## src/rtl/demux_1x4_reg.sv

```systemverilog
`default_nettype none
// ============================================================================
// Module      : demux_1x4_reg
// Description : Registered 1-to-4 valid/ready demultiplexer. Each channel has
//               its own one-entry holding register and handshake.
// Revision    : 1.0 - initial release
// ============================================================================
module demux_1x4_reg #(
    parameter int WIDTH = 8
) (
    input  logic               clk,
    input  logic               rst_n,
    input  logic [WIDTH-1:0]   in_data,
    input  logic [1:0]         in_sel,
    input  logic               in_valid,
    output logic               in_ready,
    output logic [4*WIDTH-1:0] out_data,
    output logic [3:0]         out_valid,
    input  logic [3:0]         out_ready,
    output logic [15:0]        acc_cnt
);

    localparam int c_NCH = 4;

    logic [c_NCH-1:0]            hold_vld_q;
    logic [c_NCH-1:0]            hold_vld_d;
    logic [c_NCH-1:0][WIDTH-1:0] hold_data_q;
    logic [c_NCH-1:0][WIDTH-1:0] hold_data_d;
    logic [15:0]                 acc_cnt_q;
    logic [15:0]                 acc_cnt_d;
    logic                        w_in_xfer;

    // A full slot that drains on this edge can take a new word on the same edge.
    assign in_ready  = !hold_vld_q[in_sel] || out_ready[in_sel];
    assign w_in_xfer = in_valid && in_ready;

    always_comb begin
        hold_vld_d  = hold_vld_q;
        hold_data_d = hold_data_q;
        acc_cnt_d   = acc_cnt_q;
        for (int i = 0; i < c_NCH; i++) begin
            if (hold_vld_q[i] && out_ready[i]) begin
                hold_vld_d[i] = 1'b0;
            end
        end
        // Write after drain so a same-edge reload keeps the slot valid.
        if (w_in_xfer) begin
            hold_vld_d[in_sel]  = 1'b1;
            hold_data_d[in_sel] = in_data;
            acc_cnt_d           = acc_cnt_q + 16'd1;
        end
    end

    always_ff @(posedge clk or negedge rst_n) begin
        if (!rst_n) begin
            hold_vld_q  <= '0;
            hold_data_q <= '0;
            acc_cnt_q   <= '0;
        end else begin
            hold_vld_q  <= hold_vld_d;
            hold_data_q <= hold_data_d;
            acc_cnt_q   <= acc_cnt_d;
        end
    end

    // Packed array flattens with channel 0 in the least significant slice.
    assign out_data  = hold_data_q;
    assign out_valid = hold_vld_q;
    assign acc_cnt   = acc_cnt_q;

endmodule
`default_nettype wire

```

## config.mk

```make
export PLATFORM = sky130hd
export DESIGN_NAME = demux_1x4_reg
export DESIGN_NICKNAME = d
export VERILOG_FILES = /design/src/rtl/demux_1x4_reg.sv
export SDC_FILE = /design/constraint.sdc
export NUM_CORES = 1
export LEC_CHECK = 0
export ABC_AREA = 1
export CAP_MARGIN = 10
export CORE_MARGIN = 4
export CORE_UTILIZATION = 35
export DETAILED_ROUTE_END_ITERATION = 12
export PLACE_DENSITY = 0.61
export SLEW_MARGIN = 20
export SYNTH_ARGS = -nofsm -noshare
export SYNTH_HDL_FRONTEND = slang
export SYNTH_SLANG_ARGS = --single-unit
```

## constraint.sdc

```tcl
create_clock -name clk -period 3.6 [get_ports clk]
set_input_delay 0.54 -clock clk [delete_from_list [all_inputs] [get_ports clk]]
set_output_delay 0.54 -clock clk [all_outputs]
set_load 0.05 [all_outputs]
```

Word-level counts from Yosys, hierarchy flattened
Cells that the tools add are included.
{"block": "word_totals", "out_inout_bits": 53, "elab_cells": 32, "mem_bits_rw": 0, "mem_count": 0, "reg_bits": 52, "rom_bits": 0, "latchBits": 0, "in_bits": 17}
{"block": "op_classes", "n_mul": 0, "n_div": 0, "shift": 0, "add_sub_neg": 1, "bitwise": 1, "order_cmp": 2, "muxes": 14, "eq_ne": 0, "n_reduce_logical": 8}
{"operator": "bitwise mux 32 bit", "count": 1}
{"operator": "adder 16 x 1 -> 16 bit, second input constant", "count": 1}
{"operator": "demux 8 bit (select 2 bit)", "count": 1}
{"operator": "two-way mux 8 bit", "count": 1}
{"operator": "two-way mux 1 bit", "count": 7}
{"operator": "logical AND 1 bit", "count": 6}
{"operator": "binary-select mux 1 bit (select 2 bit)", "count": 2}
{"operator": "two-way mux 4 bit", "count": 1}
{"operator": "OR 4 bit", "count": 1}
{"operator": "less-than comparator 2 x 3 -> 1 bit, second input constant", "count": 1}
{"operator": "demux 1 bit (select 2 bit)", "count": 1}
{"operator": "greater-or-equal comparator 2 x 1 -> 1 bit, second input constant", "count": 1}
{"operator": "zero test 1 bit", "count": 1}
{"operator": "logical OR 1 bit", "count": 1}

Logic depth before layout (Yosys ltp)
{"block": "logic_depth", "word_depth": 6, "ltp_mapped": 12, "depth_no_buf": 10}

Worst setup path before layout
OpenSTA, ideal clock, no wires.
{"block": "synth_path", "kind": "input-to-output", "startpoint": "input in_sel[0]", "endpoint": "output in_ready", "required_ns": 3.060, "path_buffers": 2, "t_arrival_ns": 1.348, "cell_stages": 7, "setup_slack_ns": 1.712, "path_cell_list": "buf_6 -> nor2_8 -> nand2_1 -> nand2_1 -> nor2_1 -> nand2_2 -> buf_2"}
{"block": "synth_via", "elab_chain_cells": 4, "word_cells_on_any_way": 6, "cone_classes": "mux: 4; reduce/logical: 2"}
{"element": "start: declaration", "line": "14", "source": "input logic [1:0] in_sel,"}
{"element": "binary-select mux 1 bit (select 2 bit)", "line": "34", "source": "assign in_ready = !hold_vld_q[in_sel] || out_ready[in_sel];"}
{"element": "two-way mux 1 bit (implied by the code)", "line": "34"}
{"element": "zero test 1 bit", "line": "34"}
{"element": "logical OR 1 bit *", "line": "34"}
{"element": "end: declaration", "line": "16", "source": "output logic in_ready,"}
Mark *: on every way between the ends. The rest lies on a longest branch, timed or not. The select of a mux whose other input is x is not followed.

Worst setup path after layout
Same ends and word-level chain as after synthesis.

==> qor.txt <==
via count: 2302
Worst-path clk slew: 0.09 ns
Peak Freq: 0.391 GHz
hold_ws: 0.312 ns
cts repair resizes: 0
max_slew headroom: 48.5%
DR WL/cell: 13.5 um
syn avg cell area: 8.10 um^2
Yosys warnings: 0
PD cells: 565 nW/um^2
CTS tree: built
first-pass GRT wire length: 10600 um
CTS max path bufs: 2
largest net degree at the start of global routing: 36
top-count cell post-synth: nand2_1
Die X: 93.4 um
r2r startpoint: out_valid[3]
synth unique cells: 18
Yosys reg bits: 52
grt ovf: 0
Max FO, Critical Path: 12
Final Cycle Share: 71.1%
Die Ht: 93.4 um
Initial DRT Pass Iterations: 4
initial core utilization: 36.8%
clock sink count: 52
R2R depth: 9
Synth Cell Area: 2550 um^2
hold crit path type: in2async
CP arrival: 2.02 ns
area leader, netlist: dfrtp_1
crit-path cells: clkdlybuf4s50_1 > inv_2 > nand3_1 > nand2_1 > nor2_1 > nand2_2 > buf_12
RSZ-0062 raised after global routing: false
Crit path required time: 3.06 ns
initial antenna violation count: 0
register-to-register setup slack: 1.86 ns
Setup crit start: in_sel[0]
max-cap violation count: 0
total die area: 8720 um^2
post-synth top area share: 51.0%
# port buffers: 69
initial DRC count: 73
Worst Setup Start Kind: input port
Lkg Pwr: 1.58 nW
vias per inst: 4.82
Max IR drop VDD: 0.301 mV
kind of end point of the critical path: primary output
cells after synthesis: 315
max-slew violation count: 0
critical path's slowest cell: clkdlybuf4s50_1
Total Routing Usage GR: 15.2%
Crit Path Class: in2out
Final Hold Fails: 0
TritonCTS Buffers: 5
io pins: 70
DP HPWL: 4840 um
Root Driver: clkbuf_8
Worst-Skew Late Latency: 0.29 ns
leading post-synthesis cells by cell area: dfrtp_1, nand2_1, nand4_1
final wirelength: 6450 um
Residual DRC: 0
number of global-route vias before repair: 2218
top post-synthesis cells by count: nand2_1, dfrtp_1, nand4_1
Post-CTS Hold Buffers: 0
# Post-CTS Setup Buffers: 0
Worst path max stage delay: 0.71 ns
Antenna Violating Nets Remaining: 0
ANT cells: 0
GPL Wtd Cong: 0.870
Async S/R FF share, synth: 100%
H-tree levels: 2
post-layout minimum cycle time: 2.56 ns
# setup viols final: 0
Site Rows: 30
Synth Net Count: 333
worst-margin pin slew: 0.772 ns
crit path to: in_ready
Main synth FF type: dfrtp_1
reg-to-reg endpoint: out_data[15]
final setup skew: 0.00604 ns
register area share after synthesis: 51.0%
layout cells sized above 1: 4.97%
status: complete, no violations
setup_tns: 0 ns
Nets: 400
Post-synth EDFFs: 0
core area: 6940 um^2
Area Growth Syn to Fin: 32.0%
==> area by class of cell <==
class                      count  area (um^2)
fill                         684         3570
sequential                    52         1300
multi-input combinational    234         1080
timing repair buffer          73          726
tap                           96          120
clock buffer                   6         72.6
inverter                      16         60.1
clock inverter                 1         5.00
==> cells by family after synthesis <==
logic type / synth area share (%)
buffers and inverters: 6.52
XOR/XNOR: 2.75
adder cells (fa/ha/maj): 0.490
AO/OA/AOI/OAI: 1.76
AND/OR/NAND/NOR: 37.5
flip-flops: 51.0
==> layer usage <==
layer	share of wire (%)	vias to the layer above	track usage [%]
met2	46	72	23.9
met5	0	-	0
met3	6.7	8	4.10
met4	1.1	0	3.54
li1	-	1154	-
met1	46	1068	20.8
==> per-stage QoR <==
stage	worst slack (ns)	instance area, um^2	total power [W]	cells	utilization (%)
global route	0.884	3370	0.00201	478	48.5
global placement	0.982	3290	0.00161	471	47.4
CTS	1.04	3370	0.00193	478	48.5
floorplan	1.71	2550	0.00132	315	-
detailed placement	0.913	3290	0.00161	471	47.4
finish	1.04	3370	0.00190	478	48.5
==> worst min-delay path by stage <==
stage	start	end	slack, ns
floorplan	rst_n	acc_cnt[0]	0.24
global placement	out_data[7]	out_data[7]	0.46
detailed placement	out_data[18]	out_data[18]	0.46
CTS	rst_n	out_data[16]	0.34
global route	rst_n	acc_cnt[3]	0.37
finish	rst_n	acc_cnt[2]	0.31
==> layout by cell type, fill, tap and decap left out, types with 4 or more instances in the layout <==
master,synthesis,routed
nand2_1,147,147
clkdlybuf4s50_1,0,67
dfrtp_1,52,52
nand4_1,36,36
nor2_1,17,17
inv_1,14,14
nand3_1,10,10
o21ai_0,9,9
xnor2_1,8,8
clkbuf_8,0,5
nand3_2,4,4
buf_4,1,4
==> flip-flops by register name, summed over array words and instances, names as in the netlist <==
register	cells
out_valid	4
out_data	32
acc_cnt	16
==> critical path, delay by kind of cell <==
kind          cells  cell delay (ns)
simple gates      4             0.45
buf+inv           3             1.02
==> report_power, final <==
part / switching [W] / internal, W
Combinational: 0.000553 / 0.000264
Sequential: 0.0000879 / 0.000687
Clock: 0.000178 / 0.000133
Total: 0.000819 / 0.00108
(Power assumes the default switching activity.)
